===== src/rtl/bitwise_logic_unit.sv =====
// bitwise_logic_unit: registered WIDTH-bit bitwise ALU with eight operations,
// an accumulate mode that folds a burst of beats into one result, and
// valid/ready handshakes on the input and output sides.
//
// Optional feature macro: BITWISE_LOGIC_UNIT_PARITY_EN adds the y_parity
// output (^y, registered with y). When undefined, that port does not exist.
//
// Handshake semantics (both sides): a transfer happens on a rising edge where
// valid && ready are both high. A producer holding valid keeps its payload
// stable until the transfer. in_ready = !out_valid || out_ready, so the unit
// accepts a new beat whenever the output register is empty or is being
// drained on the same edge. in_ready never depends on in_valid.
module bitwise_logic_unit #(
    parameter int WIDTH = 8,
    parameter int CNT_W = 8
) (
    input  logic             clk,
    input  logic             rst_n,
    input  logic             in_valid,
    output logic             in_ready,
    input  logic [WIDTH-1:0] a,
    input  logic [WIDTH-1:0] b,
    input  logic [2:0]       op,
    input  logic             acc,
    input  logic             last,
    output logic             out_valid,
    input  logic             out_ready,
    output logic [WIDTH-1:0] y,
    output logic             y_zero,
    output logic             y_ones,
`ifdef BITWISE_LOGIC_UNIT_PARITY_EN
    output logic             y_parity,
`endif
    output logic [CNT_W-1:0] y_count
);

    localparam logic [2:0] OP_AND  = 3'd0;
    localparam logic [2:0] OP_OR   = 3'd1;
    localparam logic [2:0] OP_XOR  = 3'd2;
    localparam logic [2:0] OP_NAND = 3'd3;
    localparam logic [2:0] OP_NOR  = 3'd4;
    localparam logic [2:0] OP_XNOR = 3'd5;
    localparam logic [2:0] OP_ANDN = 3'd6;
    localparam logic [2:0] OP_PASS = 3'd7;

    localparam logic [CNT_W-1:0] CNT_ONE = CNT_W'(1);
    localparam logic [CNT_W-1:0] CNT_MAX = '1;

    logic [WIDTH-1:0] r_acc_reg;
    logic             r_acc_open;
    logic [CNT_W-1:0] r_beat_cnt;
    logic             r_out_valid;
    logic [WIDTH-1:0] r_y;
    logic             r_y_zero;
    logic             r_y_ones;
    logic [CNT_W-1:0] r_y_count;
`ifdef BITWISE_LOGIC_UNIT_PARITY_EN
    logic             r_y_parity;
`endif

    logic             w_accept;
    logic             w_produce;
    logic             w_continue;
    logic [WIDTH-1:0] w_x;
    logic [WIDTH-1:0] w_r;
    logic [CNT_W-1:0] w_cnt_next;

    assign in_ready   = !r_out_valid || out_ready;
    assign w_accept   = in_valid && in_ready;
    // A standalone beat or the closing beat of a burst loads the output.
    assign w_produce  = !acc || last;
    // Mid-burst beats extend the open burst (or start one).
    assign w_continue = acc && !last;

    // Inside an open burst the running value replaces operand A.
    assign w_x = (acc && r_acc_open) ? r_acc_reg : a;

    // Beat count including the current beat; restarts at 1 for a new burst
    // and sticks at the maximum once saturated.
    assign w_cnt_next = !r_acc_open           ? CNT_ONE :
                        (r_beat_cnt == CNT_MAX) ? r_beat_cnt :
                        r_beat_cnt + CNT_ONE;

    // Bitwise operation selected per beat.
    always_comb begin
        w_r = '0;
        case (op)
            OP_AND:  w_r = w_x & b;
            OP_OR:   w_r = w_x | b;
            OP_XOR:  w_r = w_x ^ b;
            OP_NAND: w_r = ~(w_x & b);
            OP_NOR:  w_r = ~(w_x | b);
            OP_XNOR: w_r = ~(w_x ^ b);
            OP_ANDN: w_r = w_x & ~b;
            OP_PASS: w_r = w_x;
            default: w_r = '0;
        endcase
    end

    // Burst state: running value, open flag and beat counter.
    always_ff @(posedge clk or negedge rst_n) begin
        if (!rst_n) begin
            r_acc_reg  <= '0;
            r_acc_open <= 1'b0;
            r_beat_cnt <= '0;
        end else if (w_accept) begin
            if (w_continue) begin
                r_acc_reg  <= w_r;
                r_acc_open <= 1'b1;
                r_beat_cnt <= w_cnt_next;
            end else begin
                // Burst closed by last, or discarded by a standalone beat.
                r_acc_open <= 1'b0;
                r_beat_cnt <= '0;
            end
        end
    end

    // Output register: loads on producing beats, drains on out_ready,
    // otherwise holds every field stable.
    always_ff @(posedge clk or negedge rst_n) begin
        if (!rst_n) begin
            r_out_valid <= 1'b0;
            r_y         <= '0;
            r_y_zero    <= 1'b0;
            r_y_ones    <= 1'b0;
            r_y_count   <= '0;
`ifdef BITWISE_LOGIC_UNIT_PARITY_EN
            r_y_parity  <= 1'b0;
`endif
        end else if (w_accept && w_produce) begin
            r_out_valid <= 1'b1;
            r_y         <= w_r;
            r_y_zero    <= ~|w_r;
            r_y_ones    <= &w_r;
            r_y_count   <= acc ? w_cnt_next : CNT_ONE;
`ifdef BITWISE_LOGIC_UNIT_PARITY_EN
            r_y_parity  <= ^w_r;
`endif
        end else if (out_ready) begin
            r_out_valid <= 1'b0;
        end
    end

    assign out_valid = r_out_valid;
    assign y         = r_y;
    assign y_zero    = r_y_zero;
    assign y_ones    = r_y_ones;
    assign y_count   = r_y_count;
`ifdef BITWISE_LOGIC_UNIT_PARITY_EN
    assign y_parity  = r_y_parity;
`endif

endmodule


===== config.mk =====
export PLATFORM = sky130hd
export DESIGN_NAME = bitwise_logic_unit
export DESIGN_NICKNAME = d
export VERILOG_FILES = /design/src/rtl/bitwise_logic_unit.sv
export SDC_FILE = /design/constraint.sdc
export NUM_CORES = 1
export LEC_CHECK = 0
export CAP_MARGIN = 20
export CORE_MARGIN = 5
export CORE_UTILIZATION = 56
export CTS_CLUSTER_DIAMETER = 30
export DETAILED_ROUTE_END_ITERATION = 7
export GPL_TIMING_DRIVEN = 1
export HOLD_SLACK_MARGIN = 0.03
export PLACE_DENSITY = 0.88
export SYNTH_ARGS = -nofsm -noshare
export SYNTH_HDL_FRONTEND = slang
export SYNTH_SLANG_ARGS = --single-unit

===== constraint.sdc =====
create_clock -name clk -period 4.3 [get_ports clk]
set_clock_uncertainty 0.2 [all_clocks]
set_input_delay 0.43 -clock clk [delete_from_list [all_inputs] [get_ports clk]]
set_output_delay 0.43 -clock clk [all_outputs]
set_load 0.05 [all_outputs]

==> results.rst <==
.. list-table::
   :header-rows: 1

   * - Metric
     - Value
   * - Outcome
     - finished, final reports clean
   * - Synthesized instance count
     - 284
   * - Wire length reported by the detailed router
     - about 6200 um
   * - Count of yosys warnings during synthesis
     - 0
   * - Count of distinct cell types in the synthesized netlist
     - 58
   * - Place WS
     - between 0.8 and 0.9 ns
   * - Max-slew headroom
     - 0.401
   * - Aggregate negative setup slack
     - 0 ns
   * - Share of power burned in combinational logic
     - 0.387
   * - Grt met1 use
     - 0.282
   * - First-pass DRT Iterations
     - 4
   * - Largest net degree at the start of global routing
     - 37
   * - Internal power component
     - roughly 0.00066 W
   * - Antenna violations before repair
     - 0
   * - Period utilization
     - 0.747
   * - Global-route wire length before repair
     - ~10000 um
   * - Post-layout minimum cycle time
     - ~3.2 ns
   * - Part of the power in registers
     - 0.408
   * - Portion of the post-synthesis area used by sequential elements
     - 0.338
   * - Worst supply voltage drop on vdd
     - 0.250 mV
   * - Switching share of total power
     - 0.362
   * - Most frequent cells after synthesis
     - sky130_fd_sc_hd__dfrtp_1, sky130_fd_sc_hd__nand2_1, sky130_fd_sc_hd__ha_1
   * - Arrival time reported for the critical path endpoint
     - roughly 3.2 ns
   * - Total number of nets in the final design
     - approximately 370
   * - Primary FF master, synth
     - sky130_fd_sc_hd__dfrtp_1
   * - Number of CTS-inserted buffers
     - 5
   * - Routability Congestion
     - around 0.94
   * - Ratio of cells with drive above 1 in the final layout
     - 0.112
   * - Routed Antenna Nets
     - 0
   * - Hold Violations, Final
     - 0
   * - Post-synth top area cell
     - sky130_fd_sc_hd__dfrtp_1
   * - Syn nets
     - 334
   * - Total core area
     - between 4000 and 5000 sq um
   * - Top cell family by delay on the critical path
     - multiplexers
   * - Hold buffers post-CTS
     - 0
   * - Synth-to-layout area growth
     - 18.9%
   * - Fill cell total of the finished layout
     - 355
   * - Clock Power Share
     - 0.205
   * - Kind of critical path
     - in2reg
   * - Vias in the first global route
     - roughly 2200
   * - Total number of vias
     - around 2200
   * - Critical Path RT
     - about 4.3 ns
   * - Final slew viol count
     - 0
   * - Max incr delay on CP
     - 0.62 ns
   * - Timing-limited maximum frequency
     - around 0.31 GHz
   * - Share of the synthesized area in the top cell type
     - 0.338
   * - Worst-Margin Slew
     - 0.896 ns
   * - Initial DRC count
     - between 150 and 200
   * - Level count of the clock H-tree
     - 2
   * - Top Ports
     - 45
   * - Total overflow reported by the global router
     - 0
   * - Post-synth ARST share
     - 1.00
   * - Maximum buffer depth of the clock tree
     - 2
   * - Number of clock sinks
     - 36
   * - CP endpoint kind
     - register
   * - Switching power summed over all nets
     - 0.000374 W
   * - GR Util met2
     - 0.343
   * - Post-synth EDFFs
     - 0
   * - Worst-case setup margin in the final layout
     - approximately 1.1 ns
   * - Slowest stage cell, crit path
     - sky130_fd_sc_hd__clkdlybuf4s50_1
   * - Die Footprint
     - a little over 6000 sq um
   * - Average size of a mapped cell
     - between 9 and 10 sq um
   * - Buffer and inverter count on the worst path
     - 2
   * - TritonCTS clock tree
     - yes
   * - Layer with the highest usage after global routing
     - met2
   * - Post-synthesis sequential element count
     - 36
   * - Total half-perimeter wirelength after legalization and detailed placement
     - about 4800 um
   * - Areal power density over the cells
     - approximately 330 nW/um^2
   * - Worst min-delay path class
     - reg2reg
   * - Source-to-sink clock delay at the later pin of the worst-skew pair
     - roughly 0.29 ns
   * - Area contributors post-synth
     - sky130_fd_sc_hd__dfrtp_1, sky130_fd_sc_hd__ha_1, sky130_fd_sc_hd__mux2_2
   * - Horizontal extent of the die
     - 79.0 um
   * - Met3 track demand over resource in global routing
     - 0.0522
   * - Total setup violations reported at the end of the flow
     - 0
   * - Vias per Instance
     - 5.93
   * - Max-capacitance violation count
     - 0
   * - Number of placement rows
     - 25
   * - Clock root buffer
     - sky130_fd_sc_hd__clkbuf_8
   * - Startpoint kind of the worst setup timing path
     - input pin
   * - Height of the chip
     - slightly below 80 um
   * - Postcts setup bufs
     - 0
   * - Overall power
     - just over 0.001 W
   * - Per-cell routed wire length
     - 16.5 um
   * - Leakage power
     - roughly 1.5 nW
   * - Initial Util
     - 0.572
   * - Clock slew at the register clock pins of the worst setup and hold paths
     - around 0.06 ns
   * - Crit-path max FO
     - 9
   * - All-Layer GR Usage
     - 0.212
   * - Unrepaired setup endpoints after global routing
     - no
   * - Combined area of all synthesized cells
     - ~2700 sq um
   * - CTS-repair resized insts
     - 0
   * - Most common cell type on the critical path
     - sky130_fd_sc_hd__mux2_2
   * - Number of diodes
     - 0
   * - Crit-path cells
     - clkdlybuf4s50_1 -> nand2_2 -> mux2i_1 -> inv_1 -> ha_1 -> mux2_2 -> a221oi_1 -> a21o_1 -> o221ai_1 -> mux2_2
   * - Detailed-route DRC error count
     - 0
   * - Number of I/O port buffers
     - 44
-- layer usage --
metal	vias to the layer above	wire, um
met4	0	139
met5	-	0
li1	1081	-
met3	14	357
met2	80	2930
met1	1047	2770
-- layout by cell type (no fill, tap or decap), types with 5 or more instances in the layout --
cell type	count
sky130_fd_sc_hd__a21oi_1	7
sky130_fd_sc_hd__clkbuf_8	5
sky130_fd_sc_hd__clkdlybuf4s50_1	44
sky130_fd_sc_hd__dfrtp_1	36
sky130_fd_sc_hd__ha_1	25
sky130_fd_sc_hd__inv_1	20
sky130_fd_sc_hd__mux2_2	18
sky130_fd_sc_hd__mux2i_1	14
sky130_fd_sc_hd__nand2_1	36
sky130_fd_sc_hd__nand2b_1	6
sky130_fd_sc_hd__nand3_1	7
sky130_fd_sc_hd__nor2_1	10
sky130_fd_sc_hd__nor2b_1	5
sky130_fd_sc_hd__o21ai_0	20
-- cells by family after synthesis --
logic type	count (synthesis)	share of synthesized area
AND/OR/NAND/NOR	83	0.150
AO/OA/AOI/OAI	69	0.190
buffers and inverters	36	0.0658
flip-flops	36	0.338
multiplexers	32	0.129
adder cells (fa/ha/maj)	25	0.117
XOR/XNOR	3	0.00987
-- through the flow --
step                hold slack (ns)  cells  instance area (sq um)   util
finish                        0.282    375                   3170  0.679
global route                  0.328    375                   3170  0.679
CTS                           0.286    375                   3170  0.679
detailed placement            0.271    370                   3100  0.665
global placement              0.263    370                   3100  0.665
floorplan                   -0.0656    284                   2660      -
-- cell type report --
class                   instances  area, sq um  share of cell area
well taps                      54         67.6              0.0213
clock buffers                   5         68.8              0.0217
repair buffers                 47          463               0.146
multi-input cells             212         1590               0.501
flip-flops and latches         36          901               0.284
inverters                      21         78.8              0.0249
-- worst register-to-register path: stages (launching register included) --
cell	delay, ns
sky130_fd_sc_hd__dfrtp_1	0.57
sky130_fd_sc_hd__nand2_2	0.27
sky130_fd_sc_hd__mux2i_1	0.32
sky130_fd_sc_hd__inv_1	0.11
sky130_fd_sc_hd__ha_1	0.29
sky130_fd_sc_hd__mux2_2	0.26
sky130_fd_sc_hd__a221oi_1	0.28
sky130_fd_sc_hd__a21o_1	0.12
sky130_fd_sc_hd__o221ai_1	0.19
sky130_fd_sc_hd__mux2_2	0.32
-- power by group through the flow --
stage | sequential [W] | clock (W) | combinational [W]
finish | 0.000421 | 0.000212 | 0.000399
global placement | 0.000424 | 0 | 0.000385
CTS | 0.000420 | 0.000213 | 0.000400
global route | 0.000426 | 0.000228 | 0.000431
detailed placement | 0.000426 | 0 | 0.000398
floorplan | 0.000501 | 0 | 0.000195
-- worst paths after layout --
| kind | slack, ns | from | depth (start not counted) | end |
|---|---|---|---|---|
| setup / recovery | 1.09 | acc | 10 | r_acc_reg[4] |
| hold / removal | 0.28 | y_count[6] | 2 | y_count[6] |
| setup reg to reg | 1.25 | r_acc_open | 9 | r_acc_reg[4] |
| hold reg to reg | 0.28 | y_count[6] | 2 | y_count[6] |
| max in group asynchronous | 3.23 | rst_n | 2 | r_beat_cnt[3] |
| min in group asynchronous | 0.35 | rst_n | 2 | y_count[0] |
No activity file was read; power rests on OpenSTA's default activity.
